===== src/rtl/cpu_mem_pkg.sv =====
// Shared encodings for the CPU data-memory path: access size and LSU FSM states.
package cpu_mem_pkg;

    typedef enum logic [1:0] {
        SZ_BYTE = 2'b00,
        SZ_HALF = 2'b01,
        SZ_WORD = 2'b10,
        SZ_ILL  = 2'b11
    } size_e;

    typedef enum logic [2:0] {
        IDLE = 3'd0,
        RD   = 3'd1,
        CAP  = 3'd2,
        WR   = 3'd3,
        RESP = 3'd4
    } lsu_state_e;

endpackage


===== src/rtl/load_store_unit_if.sv =====
// CPU request/response and data-memory signals of the load/store unit.
interface load_store_unit_if #(parameter int ADDR_W = 8);

    logic              req_valid;
    logic              req_ready;
    logic              req_write;
    logic [1:0]        req_size;
    logic              req_unsigned;
    logic [ADDR_W-1:0] req_addr;
    logic [31:0]       req_wdata;
    logic              rsp_valid;
    logic [31:0]       rsp_rdata;
    logic              rsp_error;
    logic [ADDR_W-1:0] mem_address;
    logic [31:0]       mem_data_to_write;
    logic              mem_write_enable;
    logic [31:0]       mem_memory_output;

    // slave: the LSU itself; master: the CPU plus the data memory around it
    modport slave (
        input  req_valid, req_write, req_size, req_unsigned, req_addr, req_wdata,
        input  mem_memory_output,
        output req_ready, rsp_valid, rsp_rdata, rsp_error,
        output mem_address, mem_data_to_write, mem_write_enable
    );

    modport master (
        output req_valid, req_write, req_size, req_unsigned, req_addr, req_wdata,
        output mem_memory_output,
        input  req_ready, rsp_valid, rsp_rdata, rsp_error,
        input  mem_address, mem_data_to_write, mem_write_enable
    );

endinterface


===== src/rtl/lsu_data_align.sv =====
// Combinational load extract/extend and byte/half store merge (little-endian, low lanes).
module lsu_data_align
    import cpu_mem_pkg::*;
(
    input  size_e       i_size,
    input  logic        i_unsigned,
    input  logic [31:0] i_rd_word,
    input  logic [31:0] i_wdata,
    output logic [31:0] o_load_data,
    output logic [31:0] o_store_word
);

    logic w_sign_b;
    logic w_sign_h;

    assign w_sign_b = ~i_unsigned & i_rd_word[7];
    assign w_sign_h = ~i_unsigned & i_rd_word[15];

    always_comb begin
        o_load_data  = i_rd_word;
        o_store_word = i_wdata;
        case (i_size)
            SZ_BYTE: begin
                o_load_data  = {{24{w_sign_b}}, i_rd_word[7:0]};
                o_store_word = {i_rd_word[31:8], i_wdata[7:0]};
            end
            SZ_HALF: begin
                o_load_data  = {{16{w_sign_h}}, i_rd_word[15:0]};
                o_store_word = {i_rd_word[31:16], i_wdata[15:0]};
            end
            default: begin
                o_load_data  = i_rd_word;
                o_store_word = i_wdata;
            end
        endcase
    end

endmodule


===== src/rtl/load_store_unit.sv =====
// Load/store unit: one access at a time; sub-word stores are read-modify-write.
module load_store_unit
    import cpu_mem_pkg::*;
#(
    parameter int ADDR_W = 8
) (
    input  logic             clk,
    input  logic             reset,
    load_store_unit_if.slave bus
);

    lsu_state_e        r_state;
    lsu_state_e        w_state_next;
    logic              r_write;
    logic              r_unsigned;
    logic              r_err;
    size_e             r_size;
    logic [ADDR_W-1:0] r_addr;
    logic [31:0]       r_wdata;
    logic [31:0]       r_rd_word;
    logic              w_accept;
    logic [31:0]       w_load_data;
    logic [31:0]       w_store_word;
    logic              w_in_resp;

    assign bus.req_ready = (r_state == IDLE) && !reset;
    assign w_accept      = bus.req_valid && bus.req_ready;
    assign w_in_resp     = (r_state == RESP);

    always_ff @(posedge clk or posedge reset) begin
        if (reset) begin
            r_state <= IDLE;
        end else begin
            r_state <= w_state_next;
        end
    end

    always_comb begin
        w_state_next = r_state;
        case (r_state)
            IDLE: begin
                if (w_accept) begin
                    if (size_e'(bus.req_size) == SZ_ILL) begin
                        w_state_next = RESP;
                    end else if (bus.req_write && size_e'(bus.req_size) == SZ_WORD) begin
                        w_state_next = WR;
                    end else begin
                        w_state_next = RD;
                    end
                end
            end
            RD:      w_state_next = CAP;
            CAP:     w_state_next = r_write ? WR : RESP;
            WR:      w_state_next = RESP;
            RESP:    w_state_next = IDLE;
            default: w_state_next = IDLE;
        endcase
    end

    always_ff @(posedge clk or posedge reset) begin
        if (reset) begin
            r_write    <= 1'b0;
            r_unsigned <= 1'b0;
            r_err      <= 1'b0;
            r_size     <= SZ_BYTE;
            r_addr     <= '0;
            r_wdata    <= '0;
            r_rd_word  <= '0;
        end else if (w_accept) begin
            r_write    <= bus.req_write;
            r_unsigned <= bus.req_unsigned;
            r_err      <= (size_e'(bus.req_size) == SZ_ILL);
            r_size     <= size_e'(bus.req_size);
            r_addr     <= bus.req_addr;
            r_wdata    <= bus.req_wdata;
        end else if (r_state == CAP) begin
            r_rd_word  <= bus.mem_memory_output;
        end
    end

    lsu_data_align u_align (
        .i_size       (r_size),
        .i_unsigned   (r_unsigned),
        .i_rd_word    (r_rd_word),
        .i_wdata      (r_wdata),
        .o_load_data  (w_load_data),
        .o_store_word (w_store_word)
    );

    // Outputs decode from async-reset state, so reset clears them without a clock
    assign bus.mem_write_enable  = (r_state == WR);
    assign bus.mem_address       = r_addr;
    assign bus.mem_data_to_write = w_store_word;
    assign bus.rsp_valid         = w_in_resp;
    assign bus.rsp_error         = w_in_resp && r_err;
    assign bus.rsp_rdata         = (w_in_resp && !r_write && !r_err) ? w_load_data : 32'h0;

endmodule


===== src/flat_wrapper.sv =====
// flat-port wrapper written by rule: the top's interface ports become plain ports
module load_store_unit_flat import cpu_mem_pkg::*;
#(
    parameter int ADDR_W = 8
)
  (clk, reset, bus_req_valid, bus_req_write, bus_req_size, bus_req_unsigned, bus_req_addr, bus_req_wdata, bus_mem_memory_output, bus_req_ready, bus_rsp_valid, bus_rsp_rdata, bus_rsp_error, bus_mem_address, bus_mem_data_to_write, bus_mem_write_enable);
  load_store_unit_if #(.ADDR_W(ADDR_W)) bus_i ();
  input  logic clk;
  input  logic reset;
  input wire logic [$bits(bus_i.req_valid)-1:0] bus_req_valid;
  input wire logic [$bits(bus_i.req_write)-1:0] bus_req_write;
  input wire logic [$bits(bus_i.req_size)-1:0] bus_req_size;
  input wire logic [$bits(bus_i.req_unsigned)-1:0] bus_req_unsigned;
  input wire logic [$bits(bus_i.req_addr)-1:0] bus_req_addr;
  input wire logic [$bits(bus_i.req_wdata)-1:0] bus_req_wdata;
  input wire logic [$bits(bus_i.mem_memory_output)-1:0] bus_mem_memory_output;
  output wire logic [$bits(bus_i.req_ready)-1:0] bus_req_ready;
  output wire logic [$bits(bus_i.rsp_valid)-1:0] bus_rsp_valid;
  output wire logic [$bits(bus_i.rsp_rdata)-1:0] bus_rsp_rdata;
  output wire logic [$bits(bus_i.rsp_error)-1:0] bus_rsp_error;
  output wire logic [$bits(bus_i.mem_address)-1:0] bus_mem_address;
  output wire logic [$bits(bus_i.mem_data_to_write)-1:0] bus_mem_data_to_write;
  output wire logic [$bits(bus_i.mem_write_enable)-1:0] bus_mem_write_enable;
  assign bus_i.req_valid = bus_req_valid;
  assign bus_i.req_write = bus_req_write;
  assign bus_i.req_size = bus_req_size;
  assign bus_i.req_unsigned = bus_req_unsigned;
  assign bus_i.req_addr = bus_req_addr;
  assign bus_i.req_wdata = bus_req_wdata;
  assign bus_i.mem_memory_output = bus_mem_memory_output;
  assign bus_req_ready = bus_i.req_ready;
  assign bus_rsp_valid = bus_i.rsp_valid;
  assign bus_rsp_rdata = bus_i.rsp_rdata;
  assign bus_rsp_error = bus_i.rsp_error;
  assign bus_mem_address = bus_i.mem_address;
  assign bus_mem_data_to_write = bus_i.mem_data_to_write;
  assign bus_mem_write_enable = bus_i.mem_write_enable;
  load_store_unit #(.ADDR_W(ADDR_W)) u_core (.clk(clk), .reset(reset), .bus(bus_i));
endmodule

===== config.mk =====
export PLATFORM = sky130hd
export DESIGN_NAME = load_store_unit_flat
export DESIGN_NICKNAME = d
export VERILOG_FILES = /design/src/rtl/cpu_mem_pkg.sv /design/src/rtl/load_store_unit_if.sv /design/src/rtl/lsu_data_align.sv /design/src/rtl/load_store_unit.sv /design/src/flat_wrapper.sv
export SDC_FILE = /design/constraint.sdc
export NUM_CORES = 1
export LEC_CHECK = 0
export CAP_MARGIN = 20
export CORE_MARGIN = 2
export CORE_UTILIZATION = 47
export CTS_CLUSTER_DIAMETER = 150
export DETAILED_ROUTE_END_ITERATION = 10
export PLACE_DENSITY = 0.86
export SLEW_MARGIN = 20
export SYNTH_ARGS = -nofsm -noshare
export SYNTH_HDL_FRONTEND = slang
export SYNTH_SLANG_ARGS = --single-unit

===== constraint.sdc =====
create_clock -name clk -period 5.9 [get_ports clk]
set_clock_uncertainty 0.1 [all_clocks]
set_input_delay 0.59 -clock clk [delete_from_list [all_inputs] [get_ports clk]]
set_output_delay 0.59 -clock clk [all_outputs]
set_load 0.005 [all_outputs]

; ---- Word level (Yosys, flattened, before mapping)
; Cells that the tools add are included.
[op_classes]
n_reduce_logical = 12
order_cmp = 0
n_div = 0
muxes = 8
n_bitwise = 4
shift = 0
n_eq_ne = 8
n_mul = 0
add_sub_neg = 0
[ops]
columns = operator, n
row1 = $pmux 32 s2, 2
row2 = $mux 32, 1
row3 = $pmux 3 s4, 1
row4 = $mux 3, 3
row5 = $eq 3x2->1 const B, 2
row6 = $logic_and 1x1->1, 6
row7 = $eq 2x2->1 const B, 2
row8 = $eq 3x1->1 const B, 1
row9 = $eq 3x3->1 const B, 1
row10 = $logic_not 1->1, 3
row11 = $logic_not 3->1, 1
row12 = $and 1x1->1, 2
row13 = $eq 2x1->1 const B, 1
row14 = $logic_not 2->1, 1
row15 = $mux 2, 1
row16 = $ne 2x1->1 const B, 1
row17 = $not 1->1, 2
row18 = $reduce_and 2->1, 1
[totals]
input_bits = 79
latch_bits = 0
mem_count = 0
out_inout_bits = 76
ramBits = 0
register_bits = 80
elab_cells = 40
romBits = 0

; ---- Depth between registers and ports, before layout
; Gate-level depths: netlist of run 1.
[depth]
word_depth = 6
ltp_mapped = 6
depth_no_buf = 3

; ---- Hierarchy
; From an unflattened synthesis of run 1, not the netlist that was laid out.
[hier_totals]
hier_cells = 317
area_unflattened_um2 = 4259.1
[by_module_without_submodules]
columns = mod, instances, cells_each, seq_area_each_um2, area_each_um2
row1 = load_store_unit, 1, 224, 2001.9, 3533.4
row2 = lsu_data_align, 1, 93, 0.0, 725.7

; ---- Least setup slack after synthesis of run 1
; No wires, ideal clock.
[synth_timing]
path_type = reg-to-output
startpoint = register u_core.r_state[0]
endpoint = output bus_rsp_rdata[19]
setup_slack_ps = 3838
path_buffers = 2
t_arrival_ps = 1372
stages_incl_launch_ff = 6
t_required_ps = 5210
path_cell_list = dfrtp_1 > buf_6 > nor4b_4 > nand2_2 > buf_2 > nor3_1
[synth_via]
elab_chain_cells = 4
[synth_rtl]
columns = element, line
row1 = start: declaration, load_store_unit.sv:12  ; lsu_state_e r_state;
row2 = start signal: assignment, load_store_unit.sv:34  ; r_state <= w_state_next;
row3 = $eq 3x3->1, load_store_unit.sv:28  ; assign w_in_resp = (r_state == RESP);
row4 = $logic_and 1x1->1 (2 in a row), load_store_unit.sv:96  ; assign bus.rsp_rdata = (w_in_resp && !r_write && !r_err) ? w_load_data : 32'h0;
row5 = $mux 32, load_store_unit.sv:96
row6 = end: declaration, flat_wrapper.sv:19  ; output wire logic [$bits(bus_i.rsp_rdata)-1:0] bus_rsp_rdata;
; Every way passes these cells.

; ---- Final worst setup path of run 1
[layout_timing]
startpoint = register u_core.r_state[0]
endpoint = output bus_rsp_rdata[16]
; The elaborated chain is that of the path after synthesis.

==> results of run 1 <==
==> registers in the layout, summed over array words and instances, names as in the netlist <==
| register | count |
|---|---|
| u_core.bus.mem_address | 8 |
| u_core.r_err | 1 |
| u_core.r_rd_word | 32 |
| u_core.r_size | 2 |
| u_core.r_state | 3 |
| u_core.r_unsigned | 1 |
| u_core.r_wdata | 32 |
| u_core.r_write | 1 |
==> through the flow <==
| step | cell area (sq um) | hold WS (ps) | power (mW) | std cells |
|---|---|---|---|---|
| global placement | 5450 | 380 | 2.36 | 542 |
| detailed placement | 5450 | 389 | 2.40 | 542 |
| global route | 5710 | 422 | 3.12 | 558 |
| finish | 5710 | 405 | 2.92 | 558 |
| floorplan | 3910 | 372 | 1.82 | 306 |
| CTS | 5710 | 409 | 2.95 | 558 |
==> cells by family after synthesis <==
| logic type | Yosys count | synth area share [%] |
|---|---|---|
| muxes | 95 | 29.9 |
| and+or+nand+nor | 88 | 12.1 |
| DFF | 80 | 51.2 |
| buffers and inverters | 31 | 5.05 |
| AOI/OAI and AO/OA | 12 | 1.76 |
==> cell usage after synthesis, drive strengths merged (2+ instances only) <==
| cell type | number |
|---|---|
| mux2i | 2 |
| nor2 | 2 |
| a21oi | 9 |
| nand2 | 36 |
| dfrtp | 80 |
| mux2 | 93 |
| inv | 4 |
| clkbuf | 5 |
| and3 | 8 |
| nor2b | 17 |
| buf | 22 |
| nor3 | 18 |
==> path summary, 6_finish.rpt <==
path / end / slack, ps / cells after the start
worst max-delay path: bus_rsp_rdata[16] / 2500 / 4
worst min register to register: u_core.r_rd_word[5] / 410 / 1
min in group asynchronous: u_core.r_wdata[9] / 500 / 2
worst max register to register: u_core.r_wdata[24] / 3550 / 4
max in group asynchronous: u_core.r_wdata[23] / 4110 / 3
worst min-delay path: u_core.r_rd_word[5] / 410 / 1
==> area by class of cell <==
type | instances | area, sq um | area share, %
Timing Repair Buffer | 158 | 1570 | 27.5
Clock inverter | 6 | 140 | 2.45
Multi-Input combinational cell | 195 | 1720 | 30.2
Inverter | 4 | 16.3 | 0.285
Tap cell | 105 | 131 | 2.30
Clock buffer | 10 | 128 | 2.23
Sequential cell | 80 | 2000 | 35.0
==> routing by layer <==
metal  wire length, microns  share of wire [%]  vias to the layer above
met1                   3820                 41                     1420
li1                       -                  -                     1337
met5                      0                  0                        -
met2                   4690                 50                      110
met3                    791                8.5                        6
met4                     60               0.64                        0
==> report_power, final <==
group	internal, mW	switching [mW]
logic	0.884	0.491
clock network	0.328	0.204
registers	0.827	0.188
total	2.04	0.883
==> impl_metrics.json, run 1 <==
{
  "vias_per_cell": 5.15,
  "max_freq_ghz": 0.294,
  "crit_buf_inv": 1,
  "clk_path_buf_depth": 2,
  "design.core.area_sq_um": 8130,
  "gp_congestion": 0.823,
  "root_buffer": "clkbuf_8",
  "wl_microns": 9360,
  "synth-edff-count": 0,
  "rsz0062_at_grt": "false",
  "slowest_stage": "clkdlybuf4s50_1",
  "post_cts_buffers": 0,
  "drive_above_1_share_pct": 26.5,
  "dp_hpwl_microns": 6730,
  "critPathMaxFanout": 24,
  "crit_start": "u_core.r_state[0]",
  "fill_cells": 576,
  "ios": 155,
  "first_pass_iters": 4,
  "utilization_pct": 70.2,
  "maxCapViolCount": 0,
  "antenna_found_initial": 0,
  "place_ws_ps": 2910,
  "initial_core_util_pct": 48.1,
  "cts.hold.buffers_added": 0,
  "grt.busiest_layer": "met2",
  "hold_path.class": "reg -> reg",
  "worst_setup_path_start_kind": "flop",
  "post-route-period-util_pct": 57.7,
  "die_width_microns": 95.2,
  "n_antenna_cell": 0,
  "synth_top_area_cell": "dfrtp_1",
  "syn-num-nets": 385,
  "die-area_sq_um": 9070,
  "grt.met2_usage_pct": 36.2,
  "grt_overflow": 0,
  "drtAntennaViolNets": 0,
  "grt_pass1_vias": 2960,
  "synthesis.area_sq_um": 3910,
  "num_vias": 2873,
  "async_flop_share_pct": 100,
  "end_kind": "output port",
  "cts-buffers-inserted": 9,
  "grtUsageMet3_pct": 7.11,
  "gr-usage-met1_pct": 25.9,
  "synth_cells": 306,
  "grt_max_degree": 66,
  "synth_area_per_cell_sq_um": 12.8,
  "status": "complete, no violations",
  "rows": 33,
  "port_buffers": 154,
  "drt_iter0_markers": 95,
  "final_common_cell": "clkdlybuf4s50_1",
  "path_clk_slew_ps": 90,
  "worstSetupPathType": "reg -> out",
  "fin_crit_ps": 3400,
  "setup_viol": 0,
  "grt_usage_pct": 21.1,
  "ctsResizeCount": 0,
  "hold_violations": 0,
  "worstReg2RegStart": "u_core.r_state[0]",
  "path_cells": "nor4b_4 -> nand2_2 -> nor3_1 -> clkdlybuf4s50_1",
  "final_cell_mix": "154 x clkdlybuf4s50_1, 80 x dfrtp_1, 66 x mux2_2",
  "slew_headroom_pct": 42.9,
  "critPathTopFamily": "simple AND/OR/NAND/NOR gates",
  "synthTopCellsByArea": "dfrtp_1 51%, mux2_2 19%, mux2_4 10%",
  "cts.sinks": 80,
  "synth_top_area_share_pct": 51.2,
  "max_slew.worst_pin.slew_ps": 857,
  "irDropWorstVdd_mv": 0.257,
  "min_from": "u_core.r_rd_word[5]",
  "setup_tns_ps": 0,
  "cp.arrival_ps": 2710,
  "powerDensity_nw_per_um2": 511,
  "yosysSeqAreaShare_pct": 51.2,
  "routedWlPerCell_microns": 16.8,
  "ys.flop_type": "dfrtp_1",
  "clock_latency_ps": 350,
  "cts_tree": "built",
  "dieHeight_microns": 95.2,
  "leakagePower_nw": 2.46,
  "area_growth_pct": 46.1,
  "drcViolationCount": 0,
  "grt_pass1_wl_microns": 14700,
  "maxSlewViolCount": 0,
  "nets": 527,
  "yosysWarnings": 0,
  "max_stage_delay_ps": 550,
  "fin_ws_ps": 2500,
  "synth_seq_cells": 80,
  "htreeDepth": 3,
  "ys_types": 27,
  "worstPathRequired_ps": 5210
}
(Power assumes the default switching activity.)
==> run 2, diff against run 1 <==
--- a/config.mk
+++ b/config.mk
@@ -7,10 +7,10 @@
 export LEC_CHECK = 0
 export CAP_MARGIN = 20
 export CORE_MARGIN = 2
-export CORE_UTILIZATION = 47
+export CORE_UTILIZATION = 44
 export CTS_CLUSTER_DIAMETER = 150
 export DETAILED_ROUTE_END_ITERATION = 10
-export PLACE_DENSITY = 0.86
+export PLACE_DENSITY = 0.81
 export SLEW_MARGIN = 20
 export SYNTH_ARGS = -nofsm -noshare
 export SYNTH_HDL_FRONTEND = slang
==> constraint.sdc (replaced) <==
create_clock -name clk -period 3.2 [get_ports clk]
set_clock_uncertainty 0.1 [all_clocks]
set_input_delay 0.32 -clock clk [delete_from_list [all_inputs] [get_ports clk]]
set_output_delay 0.32 -clock clk [all_outputs]
set_load 0.005 [all_outputs]
==> impl_metrics.json, run 2 (same netlist as run 1, synthesis figures left out) <==
{
  "critical_path_depth": 4,
  "grt_pass1_wl_microns": 15300,
  "drive_above_1_share_pct": 26.8,
  "hold_path.class": "in -> async",
  "p_int_mw": 3.59,
  "worstSetupPathType": "reg -> out",
  "dp_hpwl_microns": 6740,
  "met3_length_microns": 635,
  "post_cts_buffers": 0,
  "p_switching_mw": 1.61,
  "status": "complete, no violations",
  "root_buffer": "clkbuf_8",
  "area_growth_pct": 45.9,
  "slowest_stage": "nor4b_4",
  "nets": 530,
  "m1WireLength_microns": 3930,
  "final_common_cell": "clkdlybuf4s50_1",
  "place_ws_ps": 493,
  "max_stage_delay_ps": 550,
  "num_vias": 2873,
  "gp_congestion": 0.827,
  "port_buffers": 154,
  "numPlacedInstances": 548,
  "irDropWorstVdd_mv": 0.452,
  "stdcell_count": 564,
  "htreeDepth": 3,
  "maxCapViolCount": 0,
  "hold_violations": 0,
  "rsz0062_at_grt": "false",
  "p_comb_share_pct": 49.4,
  "top_layer": "met4",
  "routedWlPerCell_microns": 16.5,
  "n_antenna_cell": 0,
  "path_cells": "nor4b_4 -> nand2_4 -> nor3_1 -> clkdlybuf4s50_1",
  "setup_viol": 0,
  "rows": 34,
  "dieHeight_microns": 98.3,
  "die-area_sq_um": 9660,
  "utilization_pct": 65.7,
  "crit_buf_inv": 1,
  "leakagePower_nw": 2.44,
  "cts.hold.buffers_added": 0,
  "p_sw_share_pct": 30.9,
  "seqPwrFrac_pct": 36.0,
  "design.core.area_sq_um": 8680,
  "clock_latency_ps": 340,
  "worst_r2r_path_depth": 4,
  "vias_per_cell": 5.09,
  "grt_pass1_vias": 3019,
  "fin_crit_ps": 2940,
  "ios": 155,
  "antenna_found_initial": 0,
  "initial_core_util_pct": 45.1,
  "clk_path_buf_depth": 2,
  "path_clk_slew_ps": 80,
  "slew_headroom_pct": 53.9,
  "max_slew.worst_pin.slew_ps": 690,
  "drtAntennaViolNets": 0,
  "max_freq_ghz": 0.341,
  "maxSlewViolCount": 0,
  "wl_microns": 9300,
  "drt_iter0_markers": 82,
  "post-route-period-util_pct": 91.8,
  "first_pass_iters": 4,
  "fin_ws_ps": 264,
  "cts.sinks": 80,
  "grt_max_degree": 43,
  "die_width_microns": 98.3,
  "powerDensity_nw_per_um2": 912,
  "setup_tns_ps": 0,
  "whs_ps": 386,
  "critPathMaxFanout": 24,
  "worstPathRequired_ps": 2780,
  "final_cell_mix": "154 x clkdlybuf4s50_1, 80 x dfrtp_1, 66 x mux2_2",
  "p_clk_share_pct": 14.6,
  "total_power_mw": 5.20,
  "cts_tree": "built",
  "wl_met2_microns": 4600,
  "worst_setup_path_start_kind": "flop",
  "postPlaceCellArea_sq_um": 5490,
  "grt_overflow": 0,
  "cts-buffers-inserted": 9,
  "final_cell_area_sq_um": 5710,
  "grt_usage_pct": 19.8,
  "drcViolationCount": 0,
  "cp.arrival_ps": 2520,
  "end_kind": "output port",
  "critPathTopFamily": "simple AND/OR/NAND/NOR gates"
}
[run 2: cell count changes in the layout (fill, tap and decap cells not counted), sizes merged]
| cell | change |
|---|---|
| buf | +3 |
| bufinv | -3 |
| clkbuf | +2 |
| clkinv | -1 |
| clkinvlp | +3 |
| inv | -1 |
[run 2: routing by layer]
| metal | track usage, % | vias up |
|---|---|---|
| li1 | - | 1339 |
| met2 | 32.0 | 114 |
| met5 | 0 | - |
| met1 | 26.0 | 1408 |
| met4 | 5.69 | 0 |
| met3 | 5.80 | 12 |
[run 2: area by class of cell]
cell class,count,area (sq um)
clock buffer,12,155
clock inverter,4,52.6
fill,678,2970
inverter,4,16.3
multi-input combinational,195,1730
sequential,80,2000
tap,108,135
timing repair buffer,161,1620
[run 2: power by group through the flow]
stage                     logic, mW  registers [mW]  clock network [mW]
after global placement         2.54            1.85                   0
after CTS                      2.61            1.87               0.784
final                          2.57            1.87               0.760
after floorplan                1.58            1.77                   0
after global routing           2.78            1.94               0.839
after detailed placement       2.59            1.89                   0
[run 2: worst paths after layout]
path,from,end,slack (ps)
setup / recovery,u_core.r_state[0],bus_rsp_rdata[25],260
hold / removal,reset,u_core.r_wdata[9],390
setup reg to reg,u_core.r_state[0],u_core.r_wdata[17],990
hold reg to reg,u_core.r_rd_word[6],u_core.r_rd_word[6],400
max in group asynchronous,reset,u_core.r_wdata[17],1970
min in group clk,u_core.r_rd_word[6],u_core.r_rd_word[6],400
[run 2: repair_timing]
action	in CTS	in global routing
setup endpoints to repair	0	14
endpoints found under the hold margin	0	0
gates resized for setup	0	1
==> run 3, diff against run 2 <==
--- a/config.mk
+++ b/config.mk
@@ -5,7 +5,6 @@
 export SDC_FILE = /design/constraint.sdc
 export NUM_CORES = 1
 export LEC_CHECK = 0
-export CAP_MARGIN = 20
 export CORE_MARGIN = 2
 export CORE_UTILIZATION = 44
 export CTS_CLUSTER_DIAMETER = 150
==> results of run 3 <==
Same layout as run 2: the final DEF is identical, and so are final timing and power.
==> edit 1: new RTL, flow settings as in run 3 <==
`ADDR_W` is set to 8 in 3 places; all go to 7.
--- a/src/rtl/load_store_unit_if.sv
+++ b/src/rtl/load_store_unit_if.sv
@@ -1,5 +1,5 @@
 // CPU request/response and data-memory signals of the load/store unit.
-interface load_store_unit_if #(parameter int ADDR_W = 8);
+interface load_store_unit_if #(parameter int ADDR_W = 7);
 
     logic              req_valid;
     logic              req_ready;
--- a/src/rtl/load_store_unit.sv
+++ b/src/rtl/load_store_unit.sv
@@ -2,7 +2,7 @@
 module load_store_unit
     import cpu_mem_pkg::*;
 #(
-    parameter int ADDR_W = 8
+    parameter int ADDR_W = 7
 ) (
     input  logic             clk,
     input  logic             reset,
--- a/src/flat_wrapper.sv
+++ b/src/flat_wrapper.sv
@@ -1,7 +1,7 @@
 // flat-port wrapper written by rule: the top's interface ports become plain ports
 module load_store_unit_flat import cpu_mem_pkg::*;
 #(
-    parameter int ADDR_W = 8
+    parameter int ADDR_W = 7
 )
   (clk, reset, bus_req_valid, bus_req_write, bus_req_size, bus_req_unsigned, bus_req_addr, bus_req_wdata, bus_mem_memory_output, bus_req_ready, bus_rsp_valid, bus_rsp_rdata, bus_rsp_error, bus_mem_address, bus_mem_data_to_write, bus_mem_write_enable);
   load_store_unit_if #(.ADDR_W(ADDR_W)) bus_i ();
Interface: changed (resized bus_mem_address and bus_req_addr); port bits go from 155 to 153. The function was not compared with the original's and may differ.
==> edit 1 against run 3 <==
  * Final area is 1.1% lower
  * Via count is 3.0% lower
  * Routed wire length decreased by 0.46%
  * Largest cell class unchanged
  * Sequential cell count fell by 1
  * Total power is 1.5% lower
  * Synthesized area barely moved
  * Worst setup slack worse by 0.012 ns
  * Fmax down 0.42%
  * Critical path type unchanged
  * Synthesized cell count shrank 0.98%
==> edit 1: results (changes against run 3) <==
status=complete, no violations (unchanged); r2r endpoint=u_core.r_wdata[12] (was u_core.r_wdata[17]); final hold slack=0.3461 ns (was 0.3861 ns); dpl hpwl=6.472 mm (was 6.741 mm); FF-to-FF path depth=3 (was 4); sequential fraction of the synthesis area=0.5058 (was 0.5118); DRT iter0 DRCs=48 (was 82); clock root buffer=clkbuf_8 (unchanged); CP Launch Point=u_core.r_state[2] (was u_core.r_state[0]); Crit path max-delay family=simple AND/OR/NAND/NOR gates (unchanged); Max IR drop VDD=0.0004491 V (was 0.0004524 V); worst slack, placed=0.5004 ns (was 0.4933 ns); synth cell count leaders=79 x dfrtp_1, 54 x mux2_2, 37 x mux2_4 (was 80 x dfrtp_1, 66 x mux2_2, 35 x nand2_1); vias=2788 (was 2873); worst-skew pair later-pin latency=0.34 ns (about the same); CP Capture Point=bus_rsp_rdata[22] (was bus_rsp_rdata[25]); Syn Nets=381 (was 385); Num CTS Buffers=9 (unchanged); layout cells sized above 1=0.2600 (was 0.2675); placed cell area=5464 µm² (was 5493 µm²); H-tree level count=3 (unchanged); die area=9653 µm² (was 9659 µm²); Synth area leaders=dfrtp_1 51%, mux2_2 16%, mux2_4 14%, nand2_1 3.3%, nor2b_1 2.7% (was dfrtp_1 51%, mux2_2 19%, mux2_4 10%, nand2_1 3.4%, nor2b_1 2.7%); GRT Resource Usage Total=0.2010 (was 0.1978); Placed Cells=542 (was 548); reg2reg start=u_core.r_state[0] (unchanged); Nets=523 (was 530); Async SR Flop Fraction=1.000 (unchanged); Slew headroom=0.4297 (was 0.5391); Yosys cell types=30 (was 27); Hold Path Class=in -> async (unchanged); worst path arrival time=2.53 ns (was 2.52 ns); global placer's final weighted congestion=0.7399 (was 0.8269); antenna violations before repair=0 (unchanged); worst stage delay on the critical path=0.57 ns (was 0.55 ns); crit path time final=2.949 ns (was 2.936 ns); # Post-CTS Setup Buffers=0 (unchanged); drt pass-1 iters=4 (unchanged); Clock Path Buffers=2 (unchanged); Worst-path clk slew=0.09 ns; Critical-path top delay cell=dfrtp_1 (was nor4b_4); Syn Area/Cell=12.90 µm² (was 12.78 µm²); global-route wire length before repair=15.53 mm (was 15.27 mm); Final Non-Filler Cells=558 (was 564); R2R setup slack=0.97 ns (was 0.99 ns); vias in the first global route=3073 (was 3019); worst-path maximum fanout=24 (unchanged); final WL=9.259 mm (was 9.302 mm); n_diodes=0 (unchanged); Yosys warnings=0 (unchanged); largest net degree at the start of global routing=49 (was 43); static leakage=2.452 nW (was 2.445 nW); IO buf count=152 (was 154); post_cts resized=0 (unchanged)
edit 1: power breakdown:
part / switching [mW] / internal (mW)
logic: 0.865 / 1.69
clock network: 0.373 / 0.305
registers: 0.387 / 1.51
edit 1: cell type report:
| class | count | area (µm²) |
|---|---|---|
| fill | 695 | 3033 |
| sequential | 79 | 1977 |
| multi-input combinational | 194 | 1757 |
| timing repair buffer | 157 | 1584 |
| clock buffer | 12 | 145.1 |
| tap | 108 | 135.1 |
| clock inverter | 4 | 31.28 |
| inverter | 4 | 16.27 |
edit 1: metal layers:
layer  part of all wire  global-route usage
met5                  0                   0
met4             0.0068             0.04320
met3              0.067             0.07015
met2               0.49              0.3335
met1               0.43              0.2569
edit 1: kinds of logic (layout without fill, tap and decap cells):
kind of cell	count (synthesis)	count (layout)	synth area share
mux	94	94	0.3057
flops	79	79	0.5058
buf+inv	30	177	0.04769
compound gates	12	12	0.01761
simple gates	88	88	0.1232
==> edit 2: new RTL, flow settings as in run 3 <==
Without the edit above. Re-encode `lsu_state_e` (5 states) as one-hot, 5 bits wide.
--- a/src/rtl/cpu_mem_pkg.sv
+++ b/src/rtl/cpu_mem_pkg.sv
@@ -8,12 +8,12 @@
         SZ_ILL  = 2'b11
     } size_e;
 
-    typedef enum logic [2:0] {
-        IDLE = 3'd0,
-        RD   = 3'd1,
-        CAP  = 3'd2,
-        WR   = 3'd3,
-        RESP = 3'd4
+    typedef enum logic [4:0] {
+        IDLE = 5'b00001,
+        RD   = 5'b00010,
+        CAP  = 5'b00100,
+        WR   = 5'b01000,
+        RESP = 5'b10000
     } lsu_state_e;
 
 endpackage
Check against the original RTL: no difference found for any inputs over 4 cycles, from zero or initial values and one cycle with reset high; so few cycles prove little.
==> edit 2 against run 3 <==
  * Die area is 1.9% higher
  * Fmax is 12% higher
  * Routed wire length is 2.6% higher
  * Final area is 1.5% higher
  * Sequential share of layout area is 0.36 points higher
  * Sequential cell count is 2 higher
  * First-iteration DRC count is 15% lower
  * Worst setup slack better by 0.31 ns
  * Synthesized area is 1.9% higher
Power is not compared: it rests on default switching activity, and its combinational part moved more than twofold at a synthesized area within 25%.
==> edit 2: results (changes against run 3) <==
met2 Track Usage GR=0.3202 (was 0.3203); # fillers=682 (was 678); global placer's final weighted congestion=0.8634 (was 0.8269); grt met3 use=0.06044 (was 0.05798); final WL=9.543 mm (was 9.302 mm); Critical-path top delay cell=clkdlybuf4s50_1 (was nor4b_4); global-route wire length before repair=15.43 mm (was 15.27 mm); GR Overflow Total=0 (unchanged); Syn Nets=403 (was 385); sequential fraction of the synthesis area=0.5151 (was 0.5118); static leakage=2.468 nW; R2R setup slack=1.04 ns (was 0.99 ns); synth cell count leaders=81 x dfrtp_1, 77 x mux2_2, 34 x nand2_1 (was 80 x dfrtp_1, 66 x mux2_2, 35 x nand2_1); Hold Path Class=in -> async (unchanged); Synth area leaders=dfrtp_1 51%, mux2_2 22%, mux2_4 6.4%, nand2_1 3.2%, nor2b_1 3.0% (was dfrtp_1 51%, mux2_2 19%, mux2_4 10%, nand2_1 3.4%, nor2b_1 2.7%); GRT met1 Usage=0.2497 (was 0.2602); crit path time final=2.628 ns (was 2.936 ns); Max IR drop VDD=0.0002701 V; # Post-CTS Setup Buffers=0 (unchanged); H-tree level count=3 (unchanged); Async SR Flop Fraction=1.000 (unchanged); vias in the first global route=3189 (was 3019); clock root buffer=clkbuf_8 (unchanged); drt pass-1 iters=5 (was 4); Nets=549 (was 530); Slew headroom=0.5086 (was 0.5391); largest net degree at the start of global routing=43 (unchanged); DRT iter0 DRCs=70 (was 82); Clock Path Buffers=2 (unchanged); layout cells sized above 1=0.2568 (was 0.2675); worst slack, placed=0.9589 ns (was 0.4933 ns); post_cts resized=0 (unchanged); n_diodes=0 (unchanged); Yosys warnings=0 (unchanged); worst path arrival time=2.21 ns (was 2.52 ns); worst stage delay on the critical path=0.52 ns (was 0.55 ns); dpl hpwl=6.915 mm (was 6.741 mm); Via-to-Cell Ratio=5.134 (was 5.094); Worst-path clk slew=0.09 ns; Yosys cell types=34 (was 27); worst-path maximum fanout=12 (was 24); status=complete, no violations (unchanged); GRT Resource Usage Total=0.1970 (was 0.1978); worst-skew pair later-pin latency=0.34 ns (about the same)
==> edit 2: path summary, 6_finish.rpt <==
path / endpoint / startpoint / cells after the start
worst min-delay path: u_core.bus.mem_address[4] / reset / 2
max in group asynchronous: u_core.r_state[0] / reset / 3
min in group clk: u_core.r_rd_word[4] / u_core.r_rd_word[4] / 1
worst max-delay path: bus_rsp_rdata[15] / u_core.r_size[1] / 5
worst max register to register: u_core.r_rd_word[29] / u_core.r_state[4] / 4
worst min register to register: u_core.r_rd_word[4] / u_core.r_rd_word[4] / 1
==> edit 2: cell families after synthesis <==
group | Yosys count | share of synthesized area
and+or+nand+nor | 103 | 0.1362
muxes | 94 | 0.2815
xor gates and xnor gates | 1 | 0.002198
AOI/OAI and AO/OA | 15 | 0.02166
buffers and inverters | 29 | 0.04331
DFF | 82 | 0.5151
==> edit 2: metrics by stage <==
stage	hold slack (ns)	instances	instance area (µm²)	power (mW)	utilization
finish	0.3837	583	5792	3.418	0.6609
global route	0.4103	583	5792	3.612	0.6609
CTS	0.3876	583	5792	3.452	0.6609
detailed placement	0.3868	567	5572	2.615	0.6358
global placement	0.3789	567	5572	2.585	0.6358
floorplan	0.3101	324	3986	2.059	-
==> edit 2: power by group <==
group	leakage (nW)	internal (mW)	switching, mW
Clock	0.103	0.462	0.366
Combinational	1.40	0.756	0.399
Sequential	0.968	1.28	0.156
==> edit 2: final cells by class <==
class	instances	area, µm²	area share
Inverter	2	8.758	0.001512
Multi-Input combinational cell	213	1760	0.3040
Tap cell	108	135.1	0.02333
Clock inverter	4	75.07	0.01296
Clock buffer	12	145.1	0.02506
Timing Repair Buffer	162	1614	0.2787
Sequential cell	82	2053	0.3545
==> edit 2: routing by layer <==
| metal | up-vias | share of wire |
|---|---|---|
| met3 | 12 | 0.083 |
| met4 | 0 | 0.017 |
| met5 | - | 0 |
| li1 | 1403 | - |
| met1 | 1452 | 0.42 |
| met2 | 126 | 0.48 |
==> edit 2: critical path, delay by kind of cell, from the launching register on <==
kind | cells | cell delay [ns]
flops | 1 | 0.51
compound gates | 1 | 0.25
buf+inv | 2 | 0.69
simple gates | 2 | 0.43
